--- config.mk ---
export PLATFORM = sky130hd
export DESIGN_NAME = time_date_keeper
export DESIGN_NICKNAME = d
export VERILOG_FILES = /design/src/rtl/clock_pkg.sv /design/src/rtl/days_in_month.sv /design/src/rtl/time_date_keeper.sv
export SDC_FILE = /design/constraint.sdc
export NUM_CORES = 1
export LEC_CHECK = 0
export CELL_PAD_IN_SITES_DETAIL_PLACEMENT = 0
export CELL_PAD_IN_SITES_GLOBAL_PLACEMENT = 1
export CORE_UTILIZATION = 40
export DETAILED_ROUTE_END_ITERATION = 12
export PLACE_DENSITY_LB_ADDON = 0.1
export SKIP_LAST_GASP = 1
export SLEW_MARGIN = 10
export SYNTH_ARGS = -nofsm -noshare
export SYNTH_HDL_FRONTEND = slang
export SYNTH_SLANG_ARGS = --single-unit
export TNS_END_PERCENT = 10
--- constraint.sdc ---
create_clock -name clk -period 6.53 [get_ports clk]
set_clock_uncertainty 0.2 [all_clocks]
set_input_delay 1.306 -clock clk [delete_from_list [all_inputs] [get_ports clk]]
set_output_delay 1.306 -clock clk [all_outputs]
set_load 0.01 [all_outputs]
--- src/rtl/clock_pkg.sv ---
// Shared constants and types for the time/date keeper: FSM states, field codes,
// reset values and per-field limits.
package clock_pkg;

  typedef enum logic [1:0] {
    ST_RUN     = 2'b00,
    ST_SET_LO  = 2'b01,
    ST_SET_MID = 2'b10,
    ST_SET_HI  = 2'b11
  } state_e;

  localparam logic [1:0] FIELD_NONE = 2'b00;
  localparam logic [1:0] FIELD_LO   = 2'b01;
  localparam logic [1:0] FIELD_MID  = 2'b10;
  localparam logic [1:0] FIELD_HI   = 2'b11;

  localparam logic [13:0] YEAR_RST  = 14'd2000;
  localparam logic [4:0]  DAY_RST   = 5'd1;
  localparam logic [3:0]  MONTH_RST = 4'd1;
  localparam logic [13:0] MAX_YEAR  = 14'd9999;

  localparam logic [5:0] MAX_SEC   = 6'd59;
  localparam logic [5:0] MAX_MIN   = 6'd59;
  localparam logic [4:0] MAX_HOUR  = 5'd23;
  localparam logic [3:0] MAX_MONTH = 4'd12;

endpackage

--- src/rtl/days_in_month.sv ---
// Combinational month length. The Gregorian leap rule is only built when
// TIME_DATE_LEAP_YEAR_EN is defined; otherwise February is fixed at 28 days.
module days_in_month (
  input  logic [3:0]  month,
  input  logic [13:0] yyyy,
  output logic [4:0]  days
);

  logic [4:0] feb_days;

`ifdef TIME_DATE_LEAP_YEAR_EN
  logic leap;
  assign leap = (yyyy[1:0] == 2'd0) &&
                (((yyyy % 14'd100) != 14'd0) || ((yyyy % 14'd400) == 14'd0));
  assign feb_days = leap ? 5'd29 : 5'd28;
`else
  logic unused_yyyy;
  assign unused_yyyy = ^yyyy;
  assign feb_days    = 5'd28;
`endif

  always_comb begin
    days = 5'd31;
    case (month)
      4'd2:                      days = feb_days;
      4'd4, 4'd6, 4'd9, 4'd11:   days = 5'd30;
      default:                   days = 5'd31;
    endcase
  end

endmodule

--- src/rtl/time_date_keeper.sv ---
// Running time/date keeper with button-driven set mode and 2 Hz blink.
// Leap-year support is enabled by defining TIME_DATE_LEAP_YEAR_EN.
module time_date_keeper
  import clock_pkg::*;
#(
  parameter int CLK_HZ = 50_000_000
) (
  input  logic        clk,
  input  logic        rst,
  input  logic        btn_mode,
  input  logic        btn_set,
  input  logic        btn_inc,
  output logic [5:0]  ss,
  output logic [5:0]  mm,
  output logic [4:0]  hh,
  output logic [4:0]  dd,
  output logic [3:0]  month,
  output logic [13:0] yyyy,
  output logic        blink2Hz,
  output logic        set_mode,
  output logic [1:0]  field_sel,
  output logic        display_sel,
  output logic        mode
);

  localparam int SEC_W   = $clog2(CLK_HZ);
  localparam int BLINK_W = $clog2(CLK_HZ / 4 + 1);
  localparam logic [SEC_W-1:0]   SEC_LAST   = SEC_W'(CLK_HZ - 1);
  localparam logic [BLINK_W-1:0] BLINK_LAST = BLINK_W'(CLK_HZ / 4 - 1);

  state_e             state_q, state_d;
  logic [SEC_W-1:0]   sec_cnt_q, sec_cnt_d;
  logic [BLINK_W-1:0] blink_cnt_q, blink_cnt_d;
  logic               blink_q, blink_d;
  logic               dsel_q, dsel_d;
  logic [5:0]         ss_q, ss_d, mm_q, mm_d;
  logic [4:0]         hh_q, hh_d, dd_q, dd_d;
  logic [3:0]         month_q, month_d;
  logic [13:0]        yyyy_q, yyyy_d;

  logic        tick;
  logic [4:0]  run_days, clamp_days, next_dd, clamped_dd;
  logic [3:0]  inc_month, clamp_month;
  logic [13:0] inc_year, clamp_year;

  // One instance serves the running date, the other judges the would-be
  // month/year of a set-mode increment so dd can be clamped in the same edge.
  days_in_month u_dim_run (
    .month (month_q),
    .yyyy  (yyyy_q),
    .days  (run_days)
  );

  days_in_month u_dim_clamp (
    .month (clamp_month),
    .yyyy  (clamp_year),
    .days  (clamp_days)
  );

  assign tick        = (state_q == ST_RUN) && (sec_cnt_q == SEC_LAST);
  assign inc_month   = (month_q == MAX_MONTH) ? MONTH_RST : month_q + 4'd1;
  assign inc_year    = (yyyy_q == MAX_YEAR) ? 14'd0 : yyyy_q + 14'd1;
  assign next_dd     = (dd_q >= run_days) ? DAY_RST : dd_q + 5'd1;
  assign clamp_month = (state_q == ST_SET_MID) ? inc_month : month_q;
  assign clamp_year  = (state_q == ST_SET_HI) ? inc_year : yyyy_q;
  assign clamped_dd  = (dd_q > clamp_days) ? clamp_days : dd_q;

  always_comb begin
    state_d     = state_q;
    sec_cnt_d   = sec_cnt_q;
    blink_cnt_d = blink_cnt_q;
    blink_d     = blink_q;
    dsel_d      = dsel_q;
    ss_d        = ss_q;
    mm_d        = mm_q;
    hh_d        = hh_q;
    dd_d        = dd_q;
    month_d     = month_q;
    yyyy_d      = yyyy_q;

    if (blink_cnt_q == BLINK_LAST) begin
      blink_cnt_d = '0;
      blink_d     = ~blink_q;
    end else begin
      blink_cnt_d = blink_cnt_q + BLINK_W'(1);
    end

    // Prescaler sits at 0 throughout set mode, so leaving SET_HI restarts cleanly.
    if ((state_q != ST_RUN) || btn_set || tick) sec_cnt_d = '0;
    else                                       sec_cnt_d = sec_cnt_q + SEC_W'(1);

    if (tick) begin
      ss_d = (ss_q == MAX_SEC) ? 6'd0 : ss_q + 6'd1;
      if (ss_q == MAX_SEC) begin
        mm_d = (mm_q == MAX_MIN) ? 6'd0 : mm_q + 6'd1;
        if (mm_q == MAX_MIN) begin
          hh_d = (hh_q == MAX_HOUR) ? 5'd0 : hh_q + 5'd1;
          if (hh_q == MAX_HOUR) begin
            dd_d = next_dd;
            if (dd_q >= run_days) begin
              month_d = inc_month;
              if (month_q == MAX_MONTH) yyyy_d = inc_year;
            end
          end
        end
      end
    end

    if (btn_set) begin
      state_d = state_e'(state_q + 2'd1);
    end else if (btn_mode) begin
      dsel_d = ~dsel_q;
    end else if (btn_inc && (state_q != ST_RUN)) begin
      case ({dsel_q, state_q})
        3'b001: ss_d = (ss_q == MAX_SEC) ? 6'd0 : ss_q + 6'd1;
        3'b010: mm_d = (mm_q == MAX_MIN) ? 6'd0 : mm_q + 6'd1;
        3'b011: hh_d = (hh_q == MAX_HOUR) ? 5'd0 : hh_q + 5'd1;
        3'b101: dd_d = next_dd;
        3'b110: begin
          month_d = inc_month;
          dd_d    = clamped_dd;
        end
        3'b111: begin
          yyyy_d = inc_year;
          dd_d   = clamped_dd;
        end
        default: ;
      endcase
    end
  end

  always_ff @(posedge clk) begin
    if (rst) begin
      state_q     <= ST_RUN;
      sec_cnt_q   <= '0;
      blink_cnt_q <= '0;
      blink_q     <= 1'b0;
      dsel_q      <= 1'b0;
      ss_q        <= 6'd0;
      mm_q        <= 6'd0;
      hh_q        <= 5'd0;
      dd_q        <= DAY_RST;
      month_q     <= MONTH_RST;
      yyyy_q      <= YEAR_RST;
    end else begin
      state_q     <= state_d;
      sec_cnt_q   <= sec_cnt_d;
      blink_cnt_q <= blink_cnt_d;
      blink_q     <= blink_d;
      dsel_q      <= dsel_d;
      ss_q        <= ss_d;
      mm_q        <= mm_d;
      hh_q        <= hh_d;
      dd_q        <= dd_d;
      month_q     <= month_d;
      yyyy_q      <= yyyy_d;
    end
  end

  assign ss          = ss_q;
  assign mm          = mm_q;
  assign hh          = hh_q;
  assign dd          = dd_q;
  assign month       = month_q;
  assign yyyy        = yyyy_q;
  assign blink2Hz    = blink_q;
  assign set_mode    = (state_q != ST_RUN);
  assign field_sel   = state_q;
  assign display_sel = dsel_q;
  assign mode        = dsel_q;

endmodule

==> results of run 1 <==
-- registers in the layout, indices dropped and copies added (netlist names) --
signal       flops
display_sel      1
mm               6
blink2Hz         1
yyyy            14
ss               6
blink_cnt_q     24
month            4
sec_cnt_q       26
dd               5
field_sel        2
hh               5
-- cell families after synthesis --
kind of cell | after synthesis | synth area share, %
adders and majority gates | 19 | 4.861
xor gates and xnor gates | 49 | 8.775
muxes | 8 | 1.663
DFF | 94 | 38.48
buffers and inverters | 38 | 2.993
and+or+nand+nor | 289 | 31.11
AOI/OAI and AO/OA | 94 | 12.13
-- power groups by stage --
stage	Clock, W	Combinational, W	Sequential (W)
6_report	0.000494	0.0000460	0.000584
5_1_grt	0.000534	0.0000524	0.000585
4_1_cts	0.000509	0.0000471	0.000584
3_5_place_dp	0	0.0000470	0.000598
3_3_place_gp	0	0.0000470	0.000597
2_1_floorplan	0	0.0000292	0.000596
-- per-layer routing --
layer	up-vias	share of wire, %	track usage [%]
li1	2175	-	-
met1	1992	51	24.65
met2	50	45	29.51
met3	14	2.6	3.294
met4	0	1.6	6.489
met5	-	0	0
-- per-stage QoR --
step	std cells	util, %
final	785	48.43
after global routing	785	48.43
after CTS	785	48.43
after detailed placement	769	46.11
after global placement	769	46.11
after floorplan	591	-
-- layout by cell type (no fill, tap or decap), types with 4 or more instances in the layout --
cell,n
o211ai_1,9
ha_1,19
inv_1,16
or3_1,10
o21ai_0,24
o31ai_1,5
mux2i_1,7
nor2b_1,6
xnor2_1,14
nor4b_1,4
nand2_1,43
or4_1,4
and4_1,6
and2_1,6
clkbuf_16,9
or2_2,4
nand3_1,39
nand4_1,16
a21oi_1,28
dfxtp_1,94
and3_1,17
nor3_1,11
xor2_1,35
nor4_1,6
nor2_1,92
clkdlybuf4s50_1,50
-- worst max-delay path, cell delays in order, from the launching register on --
cell	delay, ns
dfxtp_1	0.42
inv_1	0.16
ha_1	0.31
a21oi_1	0.11
o21a_1	0.19
ha_1	0.26
nand2b_1	0.09
a21oi_1	0.10
nor3_1	0.47
a21oi_2	0.34
or3_1	0.48
o31ai_1	0.23
-- area by class of cell --
cell class	count	area (um^2)	share of cell area (%)
repair buffers	53	523.0	9.028
clock buffers	11	242.7	4.190
flip-flops and latches	94	1882	32.48
multi-input cells	459	2867	49.48
well taps	147	183.9	3.175
clock inverters	5	35.03	0.6048
inverters	16	60.06	1.037
-- path summary, 6_finish.rpt --
| path | start | endpoint | slack (ns) | cells after the start |
|---|---|---|---|---|
| max | month[0] | yyyy[12] | 3.08 | 11 |
| min | blink_cnt_q[0] | blink_cnt_q[0] | 0.26 | 1 |
| max reg2reg | month[0] | yyyy[12] | 3.08 | 11 |
| min reg2reg | blink_cnt_q[0] | blink_cnt_q[0] | 0.26 | 1 |
==> results.json, run 1 <==
{
  "run_status": "finished clean",
  "drc": 0,
  "finalPower_w": 0.001124,
  "fin_crit_sh_pct": 52.78,
  "yosysMostFrequentCell": "dfxtp_1",
  "cp_max_fo": 19,
  "area_delta_synth_final_pct": 18.44,
  "postSynth.asyncResetShare_pct": 0,
  "hold-worst-slack_ns": 0.2608,
  "post-place-ws_ns": 2.750,
  "synthCells": 591,
  "avgRoutedWirePerCell_um": 14.03,
  "stdcell_area_um2": 5793,
  "cts-resized-gates": 0,
  "drive_gt1_share_pct": 6.113,
  "arrival_ns": 3.51,
  "ir_drop_mv": 0.08419,
  "end_kind": "register",
  "syn_nets": 615,
  "fill_cells": 1188,
  "place_congestion": 0.7433,
  "core_um2": 11960,
  "hp-class": "reg -> reg",
  "antenna_found_initial": 0,
  "avgSynthCellArea_um2": 8.276,
  "fp-row-count": 40,
  "synth.area.top_cells": "dfxtp_1 38%, nor2_1 7.1%, xor2_1 6.3%, ha_1 4.9%, nand3_1 4.0%",
  "syn-cell-area_um2": 4891,
  "yosysTopAreaCell": "dfxtp_1",
  "yosys_warnings": 0,
  "initial_core_util_pct": 40.89,
  "fin_crit_ns": 3.447,
  "placed_area_um2": 5515,
  "worst_pin_slew_ns": 0.9344,
  "p_int_w": 0.0008659,
  "hpwl_mm": 7.953,
  "root_buffer": "clkbuf_16",
  "tns_ns": 0,
  "die_w_um": 112.6,
  "synth_edf_count": 0,
  "p_sw_w": 0.0002582,
  "clk_pin_slew_ns": 0.06,
  "grt_max_degree": 25,
  "io_buffers": 50,
  "io_pins": 51,
  "synth_seq_area_share_pct": 38.48,
  "p_comb_share_pct": 4.1,
  "cts_num_sinks": 94,
  "cts_buffers": 9,
  "synth_top_flop_cell": "dfxtp_1",
  "insertion_delay_ns": 0.35,
  "dieArea_um2": 12670,
  "final-hold-violation-count": 0,
  "pwr-share-seq_pct": 52.0,
  "first_pass_iters": 5,
  "fmax_mhz": 290.1,
  "slew_headroom_pct": 37.70,
  "worstSetupPathType": "reg -> reg",
  "ys_types": 60,
  "cts_tree": "done",
  "rsz0062_at_grt": "false",
  "ys_top_cells_by_count": "94 x dfxtp_1, 92 x nor2_1, 43 x nand2_1",
  "p_leak_nw": 2.023,
  "p_per_area_nw_per_um2": 194.0,
  "finalMaxSlewViolations": 0,
  "clockBufferDepth": 2,
  "num_antenna_cells": 0,
  "worst_ep_required_time_ns": 6.59,
  "vias": 4231,
  "p_sw_share_pct": 22.97,
  "grt_pass1_vias": 3893,
  "setup_slack_ns": 3.083,
  "synth_top_area_share_pct": 38.48,
  "routed_via_density": 5.390,
  "fin_nets": 657,
  "grt_overflow": 0,
  "p_clk_share_pct": 43.9,
  "startpoint_type": "register",
  "htreeDepth": 3,
  "postRouteAntennaNets": 0,
  "grt_pass1_wl_mm": 18.78,
  "grt_usage_pct": 18.34,
  "routed_wirelength_mm": 11.01,
  "synth-seq-cells": 94,
  "maxCapViolations": 0,
  "die_y_um": 112.6,
  "cts_hold_buf": 0,
  "finalSetupViolations": 0,
  "post_cts_buffers": 0,
  "dr.first_iter.drc_count": 164
}
Power figures use the tool's default switching activity.
==> run 2, diff against run 1 <==
--- a/config.mk
+++ b/config.mk
@@ -7,7 +7,7 @@
 export LEC_CHECK = 0
 export CELL_PAD_IN_SITES_DETAIL_PLACEMENT = 0
 export CELL_PAD_IN_SITES_GLOBAL_PLACEMENT = 1
-export CORE_UTILIZATION = 40
+export CORE_UTILIZATION = 39
 export DETAILED_ROUTE_END_ITERATION = 12
 export PLACE_DENSITY_LB_ADDON = 0.1
 export SKIP_LAST_GASP = 1
==> constraint.sdc (replaced) <==
create_clock -name clk -period 3.03 [get_ports clk]
set_clock_uncertainty 0.2 [all_clocks]
set_input_delay 0.606 -clock clk [delete_from_list [all_inputs] [get_ports clk]]
set_output_delay 0.606 -clock clk [all_outputs]
set_load 0.01 [all_outputs]
==> run 2 against run 1 <==
First-iteration DRC count rose by 17%. Via count rose by 1.9%. Sequential power rose by 120%. Core utilization rose by 1.7 points. Sequential share of layout area fell by 1.5 points. Flip-flop and latch count did not move. Global-route usage fell by 0.060 points. Cell count rose by 5.6%. Non-clock buffer count rose by 23. Routed wire length rose by 2.5%. Critical path type unchanged. Largest cell class unchanged.
==> results.json, run 2 (synthesis gave the netlist of run 1 again) <==
{
  "hpwl_mm": 8.386,
  "worst_ep_required_time_ns": 3.08,
  "cts_tree": "done",
  "slew_headroom_pct": 46.58,
  "grt_pass1_vias": 3910,
  "hold-worst-slack_ns": 0.2651,
  "dp_cells": 813,
  "cp_max_fo": 4,
  "p_leak_nw": 2.164,
  "clockBufferDepth": 2,
  "postRouteAntennaNets": 0,
  "cp_cell_sequence": "inv_1, ha_1, and4b_1, o211ai_1, o31ai_1, a21boi_0, nor2_1, ha_1, a211o_1, nand2b_1, a21boi_0, o21a_1",
  "endpoint": "dd[1]",
  "fin_crit_ns": 2.924,
  "wl_met3_um": 338,
  "arrival_ns": 2.97,
  "pwr-share-seq_pct": 46.7,
  "p_sw_w": 0.0005672,
  "ir_drop_mv": 0.2532,
  "fill_cells": 1197,
  "dr.first_iter.drc_count": 192,
  "finalPower_w": 0.002693,
  "p_clk_share_pct": 49.1,
  "final_common_cell": "dfxtp_1",
  "first_pass_iters": 5,
  "end_kind": "register",
  "setup_slack_ns": 0.1057,
  "fp-row-count": 40,
  "p_int_w": 0.002126,
  "drc": 0,
  "p_comb_share_pct": 4.2,
  "routed_wirelength_mm": 11.28,
  "worstSetupPathType": "reg -> reg",
  "worst_pin_slew_ns": 0.8013,
  "fmax_mhz": 342.0,
  "largest-register": "sec_cnt_q",
  "area_delta_synth_final_pct": 24.05,
  "top_layer_used": "met4",
  "fin_crit_sh_pct": 96.51,
  "cts_buffers": 9,
  "die_y_um": 114.0,
  "io_buffers": 50,
  "clk_pin_slew_ns": 0.07,
  "finalMaxSlewViolations": 0,
  "cts-resized-gates": 0,
  "hold_path_depth": 1,
  "die_w_um": 114.0,
  "root_buffer": "clkbuf_16",
  "cts_hold_buf": 0,
  "fin_nets": 680,
  "largest_reg_flops": 26,
  "grt_max_degree": 25,
  "final-hold-violation-count": 0,
  "run_status": "finished clean",
  "num_antenna_cells": 0,
  "cts_num_sinks": 94,
  "grt_usage_pct": 18.28,
  "cp_top_family": "compound AO/OA/AOI/OAI gates",
  "drt-met1-wl_mm": 5.750,
  "finalSetupViolations": 0,
  "hp-class": "reg -> reg",
  "io_pins": 51,
  "rr_worst_depth": 12,
  "startpoint_type": "register",
  "grt_pass1_wl_mm": 18.89,
  "avgRoutedWirePerCell_um": 13.61,
  "p_per_area_nw_per_um2": 443.8,
  "path_depth": 12,
  "core_um2": 12110,
  "cp.buffers_inverters": 1,
  "crit_path_max_incr_delay_ns": 0.37,
  "layout_common_cells": "94 x dfxtp_1, 92 x nor2_1, 50 x clkdlybuf4s50_1",
  "tns_ns": 0,
  "r2r_slack_ns": 0.11,
  "insertion_delay_ns": 0.35,
  "post_cts_buffers": 0,
  "routed_via_density": 5.200,
  "maxCapViolations": 0,
  "rsz0062_at_grt": "true",
  "place_congestion": 0.8455,
  "post-place-ws_ns": 0.05498,
  "dieArea_um2": 12990,
  "antenna_found_initial": 0,
  "drive_gt1_share_pct": 9.228,
  "vias": 4311,
  "initial_core_util_pct": 40.38,
  "startpoint": "month[0]",
  "grt_overflow": 0,
  "met2WireLength_mm": 5.014,
  "htreeDepth": 3,
  "crit_slowest_cell": "dfxtp_1",
  "r2r_end": "dd[1]",
  "fin_cells": 829,
  "timing.rr.start": "month[0]",
  "p_sw_share_pct": 21.06
}
[run 2: cell type report]
cell class / count / area (um^2) / area share, %
inverters: 16 / 60.06 / 0.9899
repair buffers: 76 / 695.7 / 11.47
clock inverters: 5 / 106.4 / 1.753
clock buffers: 11 / 242.7 / 4.001
well taps: 168 / 210.2 / 3.465
flip-flops and latches: 94 / 1882 / 31.02
multi-input cells: 459 / 2870 / 47.31
[run 2: stage by stage]
step	area, um^2	util (%)
global route	6067	50.09
detailed placement	5710	47.15
finish	6067	50.09
floorplan	4891	-
global placement	5710	47.15
CTS	6060	50.03
[run 2: worst min path at each step]
| stage | from | endpoint | slack, ns |
|---|---|---|---|
| 3_5_place_dp | sec_cnt_q[0] | sec_cnt_q[0] | 0.26 |
| 5_1_grt | sec_cnt_q[0] | sec_cnt_q[0] | 0.30 |
| 6_report | sec_cnt_q[0] | sec_cnt_q[0] | 0.27 |
| 2_1_floorplan | blink_cnt_q[0] | blink_cnt_q[0] | 0.23 |
| 4_1_cts | sec_cnt_q[0] | sec_cnt_q[0] | 0.27 |
| 3_3_place_gp | sec_cnt_q[0] | sec_cnt_q[0] | 0.24 |
[run 2: power by group through the flow]
stage          Sequential [W]  Combinational, W  Clock (W)
6_report              0.00126          0.000113    0.00132
5_1_grt               0.00126          0.000125    0.00141
4_1_cts               0.00126          0.000114    0.00136
3_5_place_dp          0.00129          0.000114          0
3_3_place_gp          0.00129          0.000113          0
2_1_floorplan         0.00129         0.0000629          0
[run 2: metal layers]
| metal | global-route usage (%) | vias up |
|---|---|---|
| met3 | 4.410 | 14 |
| met4 | 6.580 | 0 |
| met5 | 0 | - |
| met1 | 24.55 | 2019 |
| met2 | 28.53 | 48 |
| li1 | - | 2230 |
